==> config.mk <==
export PLATFORM = sky130hd
export DESIGN_NAME = alu_operand_loader
export DESIGN_NICKNAME = d
export VERILOG_FILES = /design/src/rtl/alu_operand_loader_pkg.sv /design/src/rtl/alu_operand_loader_shift_reg.sv /design/src/rtl/alu_operand_loader.sv
export SDC_FILE = /design/constraint.sdc
export NUM_CORES = 1
export LEC_CHECK = 0
export ABC_CLOCK_PERIOD_IN_PS = 4200
export CORE_ASPECT_RATIO = 1.75
export CORE_UTILIZATION = 49
export CTS_CLUSTER_DIAMETER = 50
export DETAILED_ROUTE_END_ITERATION = 7
export PLACE_DENSITY = 0.85
export RECOVER_POWER = 100
export SETUP_SLACK_MARGIN = 0.1
export SLEW_MARGIN = 20
export SYNTH_ARGS = -nofsm -noshare
export SYNTH_HDL_FRONTEND = slang
export SYNTH_HIERARCHICAL = 1
export SYNTH_SLANG_ARGS = --single-unit
==> constraint.sdc <==
create_clock -name clk -period 4.2 [get_ports clk]
set_clock_uncertainty 0.2 [all_clocks]
set_input_delay 0.63 -clock clk [delete_from_list [all_inputs] [get_ports clk]]
set_output_delay 0.63 -clock clk [all_outputs]
set_load 0.01 [all_outputs]
==> src/rtl/alu_operand_loader_pkg.sv <==
// Shared definitions for the ALU operand loader and the ALU it feeds.
//   - ALU op-code constants OP_AND..OP_SLL (000..111)
//   - FSM state encoding S_LOAD_A..S_DONE (state_t)
//   - num_bytes(): bytes per operand, DATA_W/BYTE_W
package alu_operand_loader_pkg;

   localparam logic [2:0] OP_AND = 3'b000;
   localparam logic [2:0] OP_OR  = 3'b001;
   localparam logic [2:0] OP_XOR = 3'b010;
   localparam logic [2:0] OP_NOR = 3'b011;
   localparam logic [2:0] OP_ADD = 3'b100;
   localparam logic [2:0] OP_SUB = 3'b101;
   localparam logic [2:0] OP_SLT = 3'b110;
   localparam logic [2:0] OP_SLL = 3'b111;

   typedef enum logic [2:0] {
      S_LOAD_A = 3'd0,
      S_LOAD_B = 3'd1,
      S_READY  = 3'd2,
      S_EXEC   = 3'd3,
      S_DONE   = 3'd4
   } state_t;

   function automatic int num_bytes(input int data_w, input int byte_w);
      return data_w / byte_w;
   endfunction

endpackage

==> src/rtl/alu_operand_loader_shift_reg.sv <==
// operand_shift_reg: one ALU operand assembled a byte at a time, MSB byte first.
// Ports:
//   clk, rst    clock, asynchronous active-high reset (q -> 0)
//   clr         clear; together with shift_en the register restarts as {0, din}
//   shift_en    q <= {q[DATA_W-BYTE_W-1:0], din}
//   din         byte from the switch bus
//   q           assembled operand
module operand_shift_reg #(
   parameter int DATA_W = 32,
   parameter int BYTE_W = 8
) (
   input  logic              clk,
   input  logic              rst,
   input  logic              clr,
   input  logic              shift_en,
   input  logic [BYTE_W-1:0] din,
   output logic [DATA_W-1:0] q
);

   always_ff @(posedge clk or posedge rst) begin
      if (rst) begin
         q <= '0;
      end else if (clr) begin
         // clr+shift_en starts a fresh operand whose first byte is din
         q <= shift_en ? DATA_W'(din) : '0;
      end else if (shift_en) begin
         q <= {q[DATA_W-BYTE_W-1:0], din};
      end
   end

endmodule

==> src/rtl/alu_operand_loader.sv <==
// alu_operand_loader: operand/control stage in front of a combinational ALU.
// Builds A and B from byte-wide switch input (one byte per load_pulse), latches
// the op code on exec_pulse, holds the ALU inputs for one settle cycle (S_EXEC)
// and captures F/ZF/OF into result registers.
// Ports:
//   clk, rst            clock, asynchronous active-high reset
//   sw_data, sw_op      switch byte and op code
//   load_pulse          take sw_data into the operand being loaded
//   exec_pulse          take sw_op and execute
//   A, B, ALU_OP        registered ALU inputs
//   alu_F/ZF/OF         ALU outputs
//   result, res_ZF/OF   captured ALU outputs
//   done                result/flags valid for current A/B/ALU_OP
//   state_o             FSM state for LEDs
//   byte_idx            bytes of the current operand already taken
// Build option: define ALU_LOADER_AUTOEXEC_EN to execute straight after the last
// B byte (sw_op sampled on that edge) instead of waiting in S_READY.
module alu_operand_loader
   import alu_operand_loader_pkg::*;
#(
   parameter int DATA_W = 32,
   parameter int BYTE_W = 8
) (
   input  logic              clk,
   input  logic              rst,
   input  logic [BYTE_W-1:0] sw_data,
   input  logic [2:0]        sw_op,
   input  logic              load_pulse,
   input  logic              exec_pulse,
   output logic [DATA_W-1:0] A,
   output logic [DATA_W-1:0] B,
   output logic [2:0]        ALU_OP,
   input  logic [DATA_W-1:0] alu_F,
   input  logic              alu_ZF,
   input  logic              alu_OF,
   output logic [DATA_W-1:0] result,
   output logic              res_ZF,
   output logic              res_OF,
   output logic              done,
   output logic [2:0]        state_o,
   output logic [1:0]        byte_idx
);

   localparam int         NUM_BYTES = num_bytes(DATA_W, BYTE_W);
   localparam logic [1:0] LAST_IDX  = 2'(NUM_BYTES - 1);

   state_t state, state_n;
   logic   shift_a, shift_b, clr_ops;
   logic   take_op, capture, done_clr, idx_inc, idx_set1;
   logic   last_byte;

   assign last_byte = (byte_idx == LAST_IDX);
   assign state_o   = state;

   operand_shift_reg #(.DATA_W(DATA_W), .BYTE_W(BYTE_W)) u_reg_a (
      .clk      (clk),
      .rst      (rst),
      .clr      (clr_ops),
      .shift_en (shift_a),
      .din      (sw_data),
      .q        (A)
   );

   operand_shift_reg #(.DATA_W(DATA_W), .BYTE_W(BYTE_W)) u_reg_b (
      .clk      (clk),
      .rst      (rst),
      .clr      (clr_ops),
      .shift_en (shift_b),
      .din      (sw_data),
      .q        (B)
   );

   always_ff @(posedge clk or posedge rst) begin
      if (rst) begin
         state <= S_LOAD_A;
      end else begin
         state <= state_n;
      end
   end

   always_comb begin
      state_n  = state;
      shift_a  = 1'b0;
      shift_b  = 1'b0;
      clr_ops  = 1'b0;
      take_op  = 1'b0;
      capture  = 1'b0;
      done_clr = 1'b0;
      idx_inc  = 1'b0;
      idx_set1 = 1'b0;
      case (state)
         S_LOAD_A: begin
            if (load_pulse) begin
               shift_a = 1'b1;
               idx_inc = 1'b1;
               if (last_byte) state_n = S_LOAD_B;
            end
         end
         S_LOAD_B: begin
            if (load_pulse) begin
               shift_b = 1'b1;
               idx_inc = 1'b1;
               if (last_byte) begin
`ifdef ALU_LOADER_AUTOEXEC_EN
                  take_op = 1'b1;
                  state_n = S_EXEC;
`else
                  state_n = S_READY;
`endif
               end
            end
         end
         S_READY: begin
            if (exec_pulse) begin
               take_op = 1'b1;
               state_n = S_EXEC;
            end
         end
         // One idle cycle lets the ALU settle on the registered inputs.
         S_EXEC: begin
            capture = 1'b1;
            state_n = S_DONE;
         end
         S_DONE: begin
            // Load has priority: a new A starts with this byte, B is cleared.
            if (load_pulse) begin
               clr_ops  = 1'b1;
               shift_a  = 1'b1;
               idx_set1 = 1'b1;
               done_clr = 1'b1;
               state_n  = S_LOAD_A;
            end else if (exec_pulse) begin
               take_op  = 1'b1;
               done_clr = 1'b1;
               state_n  = S_EXEC;
            end
         end
         default: state_n = S_LOAD_A;
      endcase
   end

   always_ff @(posedge clk or posedge rst) begin
      if (rst) begin
         ALU_OP   <= OP_AND;
         result   <= '0;
         res_ZF   <= 1'b0;
         res_OF   <= 1'b0;
         done     <= 1'b0;
         byte_idx <= 2'd0;
      end else begin
         if (take_op) ALU_OP <= sw_op;
         if (capture) begin
            result <= alu_F;
            res_ZF <= alu_ZF;
            res_OF <= alu_OF;
         end
         if (capture)       done <= 1'b1;
         else if (done_clr) done <= 1'b0;
         if (idx_set1)     byte_idx <= 2'd1;
         else if (idx_inc) byte_idx <= last_byte ? 2'd0 : byte_idx + 2'd1;
      end
   end

endmodule

== Word level (Yosys, flattened, before mapping) ==
Cells that the tools add are included.

* Bits in registers: 107
* Word-level logic and storage cells: 56

* $add $sub $neg: 1
* Equality and inequality tests: 9
* Mux-type cells: 29
* Reduce and logical (&&, ||, !) cells: 8

{| class="wikitable"
|+ Operators by type and width
! operator !! count
|-
| $mux W32 || 4
|-
| $mux W3 || 6
|-
| $mux W8 || 2
|-
| $pmux W3 S5 || 1
|-
| $mux W1 || 12
|-
| $ne A2 B2 Y1 const B || 4
|-
| $reduce_bool A2 Y1 || 4
|-
| $eq A3 B2 Y1 const B || 2
|-
| $mux W2 || 3
|-
| $reduce_and A4 Y1 || 1
|-
| $reduce_or A2 Y1 || 2
|-
| $eq A3 B1 Y1 const B || 1
|-
| $eq A3 B3 Y1 const B || 1
|-
| $logic_not A3 Y1 || 1
|-
| $add A2 B1 Y2 const B || 1
|-
| $eq A2 B2 Y1 const B || 1
|-
| $pmux W1 S2 || 1
|}

== Logic depth before layout (Yosys ltp) ==
* Depth after elaboration: 5
* Depth in mapped cells: 7
* Depth with buffers taken out: 5

== Hierarchy ==
The synthesis kept the hierarchy.

{| class="wikitable"
|+ By module, submodules not included
! module !! times used !! cells each !! area an instance (sq um)
|-
| operand_shift_reg || 2 || 113 || 1,337.5
|-
| alu_operand_loader || 1 || 121 || 1,863.0
|}

== Least setup slack after synthesis ==
No wires, ideal clock.

* Kind: input-to-reg
* From: input port load_pulse
* To: register u_reg_a.q[11]
* Setup time: 121 ps
* Data arrival time: 1,522 ps
* Required time: 3,879 ps
* Setup slack: 2,357 ps
* Stages on the path: 6
* Cell sequence: nand2b_1 -> nor2_1 -> and2_1 -> buf_2 -> buf_2 -> nor2_1

* Word-level cells in the longest chain between the ends: 3

{| class="wikitable"
|+ RTL lines
! item !! RTL line !! RTL
|-
| from (decl) || alu_operand_loader.sv:28 || <nowiki>input logic load_pulse,</nowiki>
|-
| $mux W1 || alu_operand_loader.sv:93, alu_operand_loader.sv:126 ||
|-
| $mux W1 || -- ||
|-
| via shift_a || alu_operand_loader.sv:48 || <nowiki>logic shift_a, shift_b, clr_ops;</nowiki>
|-
| $reduce_bool A2 Y1 (no source line) || -- ||
|-
| to (signal assigned) || alu_operand_loader_shift_reg.sv:25 || <nowiki>q <= shift_en ? DATA_W'(din) : '0;</nowiki>
|-
| to (signal assigned) || alu_operand_loader_shift_reg.sv:27 || <nowiki>q <= {q[DATA_W-BYTE_W-1:0], din};</nowiki>
|-
| to (decl) || alu_operand_loader_shift_reg.sv:17 || <nowiki>output logic [DATA_W-1:0] q</nowiki>
|}

The timed path passes the listed nets, and every way through them passes these cells.
A chain may end at the register's enable or synchronous reset.

== Worst setup path after layout ==
* From: input port load_pulse
* To: register u_reg_b.q[25]

* Word-level cells in the longest chain between the ends: 3

{| class="wikitable"
|+ RTL lines
! item !! RTL line !! RTL
|-
| $mux W1 (*) || alu_operand_loader.sv:126 || <nowiki>if (load_pulse) begin</nowiki>
|-
| $mux W1 (*) || alu_operand_loader.sv:91 || <nowiki>case (state)</nowiki>
|-
| via clr_ops || alu_operand_loader.sv:48 ||
|-
| $mux W32 / $reduce_bool A2 Y1 (equally long branches) || -- ||
|-
| to (signal assigned) || alu_operand_loader_shift_reg.sv:25 ||
|-
| to (signal assigned) || alu_operand_loader_shift_reg.sv:27 ||
|-
| to (decl) || alu_operand_loader_shift_reg.sv:17 ||
|}

The timed path passes the listed nets; every way through them passes the cells marked *.

==> qor.yml <==
synthesis:
  ys_seq_area_share_pct: 59.0
  synth.ff_latch_count: 107
  syn_avg_cell_area_sq_um: 13.1
  syn_inst: 347
  synth_cell_type_count: 32
  async_flop_share_pct: 100
  syn_area_sq_um: 4540
  synth_edf_count: 0
  ys_warn_count: 6
  synthFlopType: "dfrtp_1"
  syn_nets: 397
routing:
  wl_mm: 10.1
  drc: 0
  vias_per_cell: 5.06
  first_pass_iters: 5
  wl_per_cell_um: 16.3
  first_iter_violations: 173
  detail-route-antenna-nets: 0
  dr_total_vias: 3146
clocking:
  cts_resized: 0
  cts.clk_slew.worst_paths_ns: 0.07
  post_cts_buffers: 0
  cts.sinks: 107
  cts_tree: "built"
  clk_latency_ns: 0.34
  numCtsBuffers: 9
  cts_root_buffer: "clkbuf_16"
  cts.hold.buffers_added: 0
  cts.path.max_buffers: 2
  htreeDepth: 3
sta:
  slew_headroom_pct: -13.2
  final.min_clock_period_ns: 2.94
  slew_violations: 33
  worst_pin_slew_ns: 1.70
  finalCritPeriodShare_pct: 69.9
  setup_slack_ns: 1.26
  rsz0062_at_grt: "no"
  final-hold-violation-count: 0
  fmax_ghz: 0.340
  setup_violations: 0
  fin_tns_setup_ns: 0
pwr:
  peakVddDrop_uv: 397
  total_leakage_power_nw: 2.84
  power_density_nw_per_um2: 759
final_layout:
  stdcell_area_sq_um: 6280
  area_growth_pct: 38.3
  postLayoutCoreUtil_pct: 69.5
  fin_nets: 547
  drive_gt1_share_pct: 5.58
  layoutNonFillerInstCount: 622
  antenna_cells: 0
  fill_cells: 684
die:
  start_util_pct: 50.2
  die_x_um: 74.7
  die_h_um: 129
  num_rows: 46
  core-area_sq_um: 9040
  dieArea_sq_um: 9660
  pin_count: 156
global_routing:
  grt_use_total_pct: 21.9
  overflow: 0
  antenna_found_initial: 0
  grt_max_degree: 51
  grt_pass1_wl_mm: 15.7
  grt_pass1_vias: 3077
setup_path:
  worst_setup_path_start_kind: "primary input"
  r2r_start: "state_o[2]"
  critical_path_required_ns: 4.20
  reg2reg_depth: 3
  critPathMaxFanout: 50
  path_class: "primary input to register"
  crit_arrival_ns: 2.93
  r2r-end: "result[20]"
  critPathCaptureType: "register"
  rrSetupSlack_ns: 1.44
placed_design:
  dp_hpwl_mm: 7.19
  portBuffers: 155
  place_area_sq_um: 6080
  placedCellCount: 606
  pre_cts_ws_ns: 1.28
  routabilityCongestion: 0.779
run_status:
  outcome: "complete, but fails checks"
  violations: "capacitance limit, slew limit"
hold_path:
  min_path_type: "register to register"
  min_from: "result[27]"
  hold-path-cell-count: 1
  holdPathEnd: "result[27]"
run:
  cap_violations: 2
## cells by family (layout without fill, tap and decap cells)
kind of cell,count (synthesis),count (layout),share of synthesized area (%)
DFF,107,107,59.0
muxes,84,84,21.9
adders and majority gates,1,1,0.276
xor gates and xnor gates,1,1,0.193
and+or+nand+nor,98,98,9.82
AOI/OAI and AO/OA,30,30,3.80
buffers and inverters,26,181,4.99
## critical path, stage by stage
cell and delay (ns):
dlygate4sd3_1 0.62, nand2b_1 0.19, nor2_4 0.13, and2_2 0.69
clkbuf_1 0.53, nor2_1 0.12
## cell usage after synthesis, types with 2 or more instances
master | number | area [sq um]
nand2b_1 | 19 | 119
buf_6 | 7 | 78.8
mux2_2 | 7 | 78.8
nor2b_1 | 2 | 12.5
nor3_1 | 2 | 10.0
o21ai_0 | 19 | 95.1
inv_1 | 5 | 18.8
dfrtp_1 | 107 | 2680
buf_12 | 4 | 80.1
nor2_1 | 52 | 195
nand3_1 | 2 | 10.0
buf_2 | 8 | 40.0
mux2i_1 | 48 | 480
mux2_4 | 29 | 435
a21oi_1 | 3 | 15.0
nand2_1 | 17 | 63.8
## layout by cell type (no fill, tap or decap), drive strengths merged, types with 6 or more instances in the layout
master         count
dfrtp            107
dlygate4sd3      110
clkbuf            11
mux2              36
clkdlybuf4s50     45
o21ai             20
nand2b            19
mux2i             48
inv                6
nand2             18
nor2              52
## through the flow
step	hold slack, ns	power (W)
after floorplan	0.350	0.00307
after global placement	0.289	0.00415
after detailed placement	0.295	0.00424
after CTS	0.318	0.00518
after global routing	0.316	0.00507
final	0.294	0.00477
## layout make-up
cell class              count  area, sq um  area share [%]
flip-flops and latches    107         2680            42.7
repair buffers            160         1580            25.2
multi-input cells         214         1520            24.3
clock buffers               9          225            3.59
well taps                 120          150            2.39
clock inverters             7          100            1.59
inverters                   5         18.8           0.299
## power by group
| group | internal (W) | total (W) | switching (W) |
|---|---|---|---|
| clock network | 0.000527 | 0.000901 | 0.000375 |
| logic | 0.00108 | 0.00201 | 0.000929 |
| registers | 0.00152 | 0.00186 | 0.000337 |
## registers in the layout (all words and copies together) (netlist names)
signal     count
result        32
u_reg_a/q     32
u_reg_b/q     32
ALU_OP         3
state_o        3
byte_idx       2
done           1
res_OF         1
res_ZF         1
## worst max path at each step
stage                     cells past startpoint            end  slack (ns)  startpoint
after floorplan                               6  u_reg_a/q[11]        2.36  load_pulse
after detailed placement                      6  u_reg_b/q[25]        1.28  load_pulse
after global routing                          6  u_reg_b/q[25]        1.08  load_pulse
after global placement                        6  u_reg_b/q[19]        1.35  load_pulse
final                                         6  u_reg_b/q[25]        1.26  load_pulse
after CTS                                     6  u_reg_b/q[25]        1.63  load_pulse
## routing by layer
| layer | track usage (%) | wire, um | vias up |
|---|---|---|---|
| met4 | 7.99 | 150 | 0 |
| met1 | 26.9 | 3930 | 1567 |
| met2 | 36.8 | 5580 | 103 |
| li1 | - | - | 1466 |
| met5 | 0 | 0 | - |
| met3 | 5.44 | 484 | 10 |
Power figures use the tool's default switching activity.
